$ cat config.mk
export PLATFORM = sky130hd
export DESIGN_NAME = decode_sequencer
export DESIGN_NICKNAME = d
export VERILOG_FILES = /design/src/rtl/decode_sequencer.sv
export SDC_FILE = /design/constraint.sdc
export NUM_CORES = 1
export LEC_CHECK = 0
export ABC_AREA = 0
export CAP_MARGIN = 10
export CORE_UTILIZATION = 35
export CTS_CLUSTER_DIAMETER = 200
export DETAILED_ROUTE_END_ITERATION = 8
export GPL_TIMING_DRIVEN = 0
export HOLD_SLACK_MARGIN = 0.08
export MAX_ROUTING_LAYER = met4
export PLACE_DENSITY = 0.67
export REMOVE_ABC_BUFFERS = 1
export SLEW_MARGIN = 20
export SYNTH_ARGS = -nofsm -noshare
export SYNTH_HDL_FRONTEND = slang
export SYNTH_SLANG_ARGS = --single-unit
$ cat constraint.sdc
create_clock -name clk -period 3.3 [get_ports clk]
set_input_delay 0.825 -clock clk [delete_from_list [all_inputs] [get_ports clk]]
set_output_delay 0.825 -clock clk [all_outputs]
set_load 0.02 [all_outputs]
$ cat src/rtl/decode_sequencer.sv
// 6502 group-one decode sequencer: opcode accept, operand and pointer fetch,
// effective address, ALU launch and one-cycle register write enables.
module decode_sequencer #(
  parameter int REG_WIDTH   = 8,
  parameter int ADDR_WIDTH  = 16,
  parameter int OPP_WIDTH   = 3,
  parameter int WE_WIDTH    = 3,
  parameter int ALU_TIMEOUT = 15,
  parameter int WE_ADD      = 0,
  parameter int WE_STAT     = 1,
  parameter int WE_DOUT     = 2,
  parameter logic [OPP_WIDTH-1:0] OPP_OR  = OPP_WIDTH'(0),
  parameter logic [OPP_WIDTH-1:0] OPP_AND = OPP_WIDTH'(1),
  parameter logic [OPP_WIDTH-1:0] OPP_XOR = OPP_WIDTH'(2),
  parameter logic [OPP_WIDTH-1:0] OPP_SUM = OPP_WIDTH'(3),
  parameter logic [OPP_WIDTH-1:0] OPP_SUB = OPP_WIDTH'(4)
) (
  input  logic                  clk,
  input  logic                  reset_n,
  input  logic [REG_WIDTH-1:0]  instr_in,
  input  logic                  instr_valid,
  output logic                  instr_ready,
  input  logic [ADDR_WIDTH-1:0] pc_in,
  output logic                  pc_inc,
  input  logic [REG_WIDTH-1:0]  x_in,
  input  logic [REG_WIDTH-1:0]  y_in,
  output logic                  mem_req,
  output logic [ADDR_WIDTH-1:0] mem_addr,
  input  logic                  mem_ack,
  input  logic [REG_WIDTH-1:0]  mem_rdata,
  output logic [ADDR_WIDTH-1:0] ea,
  output logic [REG_WIDTH-1:0]  operand,
  output logic [OPP_WIDTH-1:0]  opp,
  output logic                  alu_start,
  input  logic                  alu_done,
  output logic                  alu_update_status,
  output logic [WE_WIDTH-1:0]   we,
  output logic                  instr_done,
  output logic                  illegal,
  output logic                  fault
);

  localparam int CW = $clog2(ALU_TIMEOUT + 1);

  typedef enum logic [3:0] {
    S_IDLE, S_OP_LO, S_OP_HI, S_PTR_LO, S_PTR_HI,
    S_READ, S_EXEC, S_ALU_WAIT, S_WB
  } state_t;

  state_t                state_q, state_d, after_addr;
  logic [2:0]            aaa_q, aaa_d;
  logic [2:0]            bbb_q, bbb_d;
  logic [REG_WIDTH-1:0]  lo_q, lo_d;
  logic [REG_WIDTH-1:0]  ptr_q, ptr_d;
  logic [ADDR_WIDTH-1:0] ea_q, ea_d;
  logic [REG_WIDTH-1:0]  operand_q, operand_d;
  logic [OPP_WIDTH-1:0]  opp_q, opp_d;
  logic [CW-1:0]         cnt_q, cnt_d;
  logic [WE_WIDTH-1:0]   we_q, we_d;
  logic pc_inc_q, pc_inc_d;
  logic start_q, start_d;
  logic done_q, done_d;
  logic ill_q, ill_d;
  logic fault_q, fault_d;

  logic                  is_sta, is_lda, is_cmp, is_alu;
  logic                  legal;
  logic [OPP_WIDTH-1:0]  dec_opp;
  logic [REG_WIDTH-1:0]  op_x;
  logic [REG_WIDTH-1:0]  idx;
  logic [ADDR_WIDTH-1:0] abs_ea;
  logic [ADDR_WIDTH-1:0] ptr_ea;

  assign is_sta = (aaa_q == 3'b100);
  assign is_lda = (aaa_q == 3'b101);
  assign is_cmp = (aaa_q == 3'b110);
  assign is_alu = !is_sta && !is_lda;

  assign legal = (instr_in[1:0] == 2'b01) &&
                 !(instr_in[7:5] == 3'b100 && instr_in[4:2] == 3'b010);

  always_comb begin
    dec_opp = OPP_OR;
    unique case (instr_in[7:5])
      3'b001:         dec_opp = OPP_AND;
      3'b010:         dec_opp = OPP_XOR;
      3'b011:         dec_opp = OPP_SUM;
      3'b110, 3'b111: dec_opp = OPP_SUB;
      default:        dec_opp = OPP_OR;
    endcase
  end

  // Zero-page sums stay REG_WIDTH wide so they wrap inside page zero.
  assign op_x   = mem_rdata + x_in;
  assign idx    = (bbb_q == 3'b110) ? y_in :
                  (bbb_q == 3'b111) ? x_in : '0;
  assign abs_ea = ADDR_WIDTH'({mem_rdata, lo_q}) + ADDR_WIDTH'(idx);
  assign ptr_ea = ADDR_WIDTH'({mem_rdata, lo_q}) +
                  ((bbb_q == 3'b100) ? ADDR_WIDTH'(y_in) : '0);
  assign after_addr = is_sta ? S_WB : S_READ;

  always_comb begin
    state_d   = state_q;
    aaa_d     = aaa_q;
    bbb_d     = bbb_q;
    lo_d      = lo_q;
    ptr_d     = ptr_q;
    ea_d      = ea_q;
    operand_d = operand_q;
    opp_d     = opp_q;
    cnt_d     = cnt_q;
    we_d      = '0;
    pc_inc_d  = 1'b0;
    start_d   = 1'b0;
    done_d    = 1'b0;
    ill_d     = 1'b0;
    fault_d   = 1'b0;
    mem_req   = 1'b0;
    mem_addr  = ea_q;
    unique case (state_q)
      S_IDLE: begin
        if (instr_valid) begin
          if (legal) begin
            state_d = S_OP_LO;
            aaa_d   = instr_in[7:5];
            bbb_d   = instr_in[4:2];
            opp_d   = dec_opp;
          end else begin
            ill_d  = 1'b1;
            done_d = 1'b1;
          end
        end
      end
      S_OP_LO: begin
        mem_req  = 1'b1;
        mem_addr = pc_in;
        if (mem_ack) begin
          pc_inc_d = 1'b1;
          unique case (bbb_q)
            3'b010: begin
              operand_d = mem_rdata;
              state_d   = is_lda ? S_WB : S_EXEC;
            end
            3'b001: begin
              ea_d    = ADDR_WIDTH'(mem_rdata);
              state_d = after_addr;
            end
            3'b101: begin
              ea_d    = ADDR_WIDTH'(op_x);
              state_d = after_addr;
            end
            3'b000: begin
              ptr_d   = op_x;
              state_d = S_PTR_LO;
            end
            3'b100: begin
              ptr_d   = mem_rdata;
              state_d = S_PTR_LO;
            end
            default: begin
              lo_d    = mem_rdata;
              state_d = S_OP_HI;
            end
          endcase
        end
      end
      S_OP_HI: begin
        mem_req  = 1'b1;
        mem_addr = pc_in;
        if (mem_ack) begin
          pc_inc_d = 1'b1;
          ea_d     = abs_ea;
          state_d  = after_addr;
        end
      end
      S_PTR_LO: begin
        mem_req  = 1'b1;
        mem_addr = ADDR_WIDTH'(ptr_q);
        if (mem_ack) begin
          lo_d    = mem_rdata;
          ptr_d   = ptr_q + 1'b1;
          state_d = S_PTR_HI;
        end
      end
      S_PTR_HI: begin
        mem_req  = 1'b1;
        mem_addr = ADDR_WIDTH'(ptr_q);
        if (mem_ack) begin
          ea_d    = ptr_ea;
          state_d = after_addr;
        end
      end
      S_READ: begin
        mem_req = 1'b1;
        if (mem_ack) begin
          operand_d = mem_rdata;
          state_d   = is_lda ? S_WB : S_EXEC;
        end
      end
      S_EXEC: begin
        start_d = 1'b1;
        cnt_d   = '0;
        state_d = S_ALU_WAIT;
      end
      S_ALU_WAIT: begin
        if (alu_done) begin
          state_d = S_WB;
        end else if (cnt_q == CW'(ALU_TIMEOUT - 1)) begin
          fault_d = 1'b1;
          done_d  = 1'b1;
          state_d = S_IDLE;
        end else begin
          cnt_d = cnt_q + CW'(1);
        end
      end
      S_WB: begin
        done_d  = 1'b1;
        state_d = S_IDLE;
        unique case (1'b1)
          is_sta: we_d[WE_DOUT] = 1'b1;
          is_cmp: we_d[WE_STAT] = 1'b1;
          default: begin
            we_d[WE_ADD]  = 1'b1;
            we_d[WE_STAT] = 1'b1;
          end
        endcase
      end
      default: state_d = S_IDLE;
    endcase
  end

  always_ff @(posedge clk or negedge reset_n) begin
    if (!reset_n) begin
      state_q   <= S_IDLE;
      aaa_q     <= '0;
      bbb_q     <= '0;
      lo_q      <= '0;
      ptr_q     <= '0;
      ea_q      <= '0;
      operand_q <= '0;
      opp_q     <= '0;
      cnt_q     <= '0;
      we_q      <= '0;
      pc_inc_q  <= 1'b0;
      start_q   <= 1'b0;
      done_q    <= 1'b0;
      ill_q     <= 1'b0;
      fault_q   <= 1'b0;
    end else begin
      state_q   <= state_d;
      aaa_q     <= aaa_d;
      bbb_q     <= bbb_d;
      lo_q      <= lo_d;
      ptr_q     <= ptr_d;
      ea_q      <= ea_d;
      operand_q <= operand_d;
      opp_q     <= opp_d;
      cnt_q     <= cnt_d;
      we_q      <= we_d;
      pc_inc_q  <= pc_inc_d;
      start_q   <= start_d;
      done_q    <= done_d;
      ill_q     <= ill_d;
      fault_q   <= fault_d;
    end
  end

  assign instr_ready       = (state_q == S_IDLE);
  assign alu_update_status = is_alu && (state_q == S_EXEC ||
                             state_q == S_ALU_WAIT || state_q == S_WB);
  assign ea         = ea_q;
  assign operand    = operand_q;
  assign opp        = opp_q;
  assign we         = we_q;
  assign pc_inc     = pc_inc_q;
  assign alu_start  = start_q;
  assign instr_done = done_q;
  assign illegal    = ill_q;
  assign fault      = fault_q;

endmodule

==> summary.txt <==
Status
  – Status: finished, final reports clean

Timing
  – Final period utilization: 96.5%
  – Final Skew: 0.00710 ns
  – RSZ-0062 raised after global routing: yes
  – Final hold vios: 0
  – Peak Freq: 0.314 GHz
  – Slew @ Worst Pin: 0.928 ns
  – Worst setup margin: 0.116 ns
  – Fin Setup TNS: 0 ns
  – Final setup vio count: 0
  – Slew HR: between 30% and 40%
  – Final worst path period need: 3.18 ns
  – Final Max Slew Viols: 0

Routing
  – Starting DRC count in detailed routing: approximately 290
  – Drt drc: 0
  – Met1 WL: 6250 um
  – First-pass detailed-route iteration total: 8
  – Wire length on met2: 6180 um
  – Remaining antenna violation count: 0
  – Drt via density: 5.42
  – Routed WL per cell: 16.7 um
  – DR top layer: met4
  – Total number of vias: 4,331
  – Post-Route WL: 13,400 um
  – Metal3 WL: between 600 and 700 um

Floorplan
  – Initial Util: 35.9%
  – Die Height: 116 um
  – Site Rows: slightly above 40
  – IO Count: 107
  – Die area: 0.0134 mm^2
  – Die Wd: 116 um
  – Placeable Area: 0.0126 mm^2

Setup path
  – Crit-path slowest cell: clkdlybuf4s50_1
  – Worst Setup End Kind: primary output
  – Crit start category: register
  – Crit path DAT: 2.36 ns
  – Worst setup path start: state_q[1]$_DFFE_PN0P_
  – Reg2reg start: state_q[0]$_DFFE_PN0P_
  – WS Path Type: register to primary output
  – Crit path required time: 2.47 ns
  – Cells along the critical path: inv_1 > nand2_1 > nor2b_2 > nor3_4 > buf_12 > a22o_1 > clkdlybuf4s50_1
  – Critical Path Max Stage Delay: around 0.60 ns
  – Worst-path fanout max: 17

Global routing
  – Global route overflow: 0
  – First-pass GRT wire length: 20,900 um
  – GRT Overall Usage: 21.0%
  – Vias in the first global route: 4,046
  – Number of antenna violations at the first check in global routing: 0
  – Largest net degree at the start of global routing: 50

Yosys
  – Largest family of logic cells by synthesized area: compound AO/OA/AOI/OAI gates
  – Cell taking the most area after synthesis: dfrtp_1
  – Synth warnings: 0
  – Post-synth top cells: nand2_1, dfrtp_1, o21ai_0, a21oi_1, nor2_1
  – Synth Register Bits: 65
  – Ranking of synthesized cells by area: dfrtp_1, nand2_1, ha_1
  – Count leader, synth: nand2_1
  – Synth Area in XOR/XNOR: 3.48%
  – Ys async rst share: 100%
  – Fraction of the mapped netlist area in compound gates: 21.8%
  – Ys flop type: dfrtp_1
  – Synth unique cells: 61
  – Synth Area in Simple Gates: approximately 18%
  – Post-synthesis sequential area ratio: 35.9%
  – Post-synth EDFFs: 0
  – Cell Area, Synth: 0.00453 mm^2
  – Adder-Cell Fraction of Synth Area: a little over 6%
  – Cells after Synth: 512
  – Mean Syn Cell Area: approximately 9 um^2
  – Mux cell area share after synthesis: about a tenth
  – Top-area cell type share of the netlist area: 35.9%

Place
  – I/O Buffers: roughly 110
  – DP Wirelength: 9370 um
  – Worst slack, placed: -0.839 ns
  – Placer Congestion: 0.880

Finish
  – Layout cell share with drive strength beyond 1: 13.9%
  – Post-layout util: 50.0%
  – Fin nets: between 600 and 700
  – Layout area overhead: 39.2%
  – Diodes inserted: 0

Power
  – Peak supply drop: roughly 0.34 mV
  – Leakage power figure: 0.00277 uW
  – Cell Pwr Density: between 1000 and 1500 mW/mm^2

Clock network
  – Clk buf depth: 2
  – Sink Count: between 60 and 70
  – Root Driver: clkbuf_16
  – Clock Latency Late Sink: roughly 0.34 ns
  – Reg clk slew, reported paths: 0.06 ns
  – CTS Buf Count: 9
  – # hold bufs at CTS: 0
  – CTS tree: yes
  – H-tree Lvls: 3

Flow run
  – Max cap viols: 0

Min path
  – HP Class: input port to async pin
## registers in the layout, indices dropped and copies added (netlist names)
name	cells
lo_q	8
bbb_q	3
instr_done	1
pc_inc	1
illegal	1
operand	8
ea	16
state_q	4
opp	3
cnt_q	4
alu_start	1
we	3
aaa_q	3
fault	1
ptr_q	8
## power by group
group	internal (uW)	leakage [uW]	switching (uW)
clock network	699	0.000162	358
logic	1760	0.00180	1980
registers	1160	0.000811	402
total	3620	0.00277	2740
## final cells by class
| cell class | instances | area (um^2) |
|---|---|---|
| Tap cell | 172 | 215 |
| Fill cell | 1173 | 6310 |
| Timing Repair Buffer | 128 | 1290 |
| Sequential cell | 65 | 1640 |
| Multi-Input combinational cell | 396 | 2760 |
| Inverter | 22 | 82.6 |
| Clock buffer | 11 | 253 |
| Clock inverter | 5 | 77.6 |
## final timing paths
path | endpoint | slack, ns | depth (start not counted)
max | mem_addr[11] | 0.12 | 7
min | opp[2]$_DFFE_PN0P_ | 0.35 | 1
max reg2reg | ea[15]$_DFFE_PN0P_ | 0.15 | 12
min reg2reg | we[0]$_DFF_PN0_ | 0.46 | 1
max in group asynchronous | lo_q[1]$_DFFE_PN0P_ | 2.41 | 2
min in group clk | we[0]$_DFF_PN0_ | 0.46 | 1
## cells by family (layout without fill, tap and decap cells)
| group | after synthesis | after routing |
|---|---|---|
| buffers and inverters | 51 | 166 |
| XOR/XNOR | 18 | 18 |
| multiplexers | 40 | 40 |
| adder cells (fa/ha/maj) | 21 | 21 |
| AND/OR/NAND/NOR | 166 | 166 |
| flip-flops | 65 | 65 |
| AO/OA/AOI/OAI | 151 | 151 |
## per-layer routing
layer  track usage (%)  vias up
li1                  -     2089
met4              7.01        0
met2              32.0      160
met3              2.98       13
met5                 -        -
met1              28.6     2069
## cell usage in the layout, fill, tap and decap left out, types with 3 or more instances in the layout
cell	n
a211oi_1	5
a21o_1	5
a21oi_1	32
a222oi_1	8
a22o_1	12
a31oi_1	8
and2_1	3
and3_1	3
buf_4	19
clkbuf_16	9
clkdlybuf4s50_1	96
dfrtp_1	60
dfrtp_2	4
dlymetal6s2s_1	7
ha_1	18
inv_1	22
mux2_2	15
mux2_4	7
mux2i_1	18
nand2_1	63
nand2_2	3
nand2b_1	4
nand3_1	15
nor2_1	33
nor2b_1	12
nor3_1	5
nor3_4	3
o2111ai_1	5
o211ai_1	4
o21ai_0	40
o21bai_1	3
o22ai_1	4
o31ai_1	4
or3_1	4
xnor2_1	11
xor2_1	7
## critical path: cells and delay by family, from the launching register on
| family | cells | cell delay (ns) |
|---|---|---|
| buffers and inverters | 3 | 0.88 |
| DFF | 1 | 0.44 |
| AOI/OAI and AO/OA | 1 | 0.16 |
| and+or+nand+nor | 3 | 0.54 |
## through the flow
stage,hold WS (ns),area [um^2],std cells,power [uW]
4_1_cts,0.358,6220,793,6280
3_3_place_gp,0.451,5670,761,4850
5_1_grt,0.362,6310,799,6760
2_1_floorplan,0.432,4390,483,3600
3_5_place_dp,0.455,5700,762,4940
6_report,0.353,6310,799,6360
## what timing repair did
action | in CTS | in global routing
setup buffers | 15 | 6
setup endpoints to repair | 32 | 25
pin swaps | 3 | 4
hold endpoints to repair | 0 | 0
gates resized for setup | 18 | 16
(Power assumes the default switching activity.)
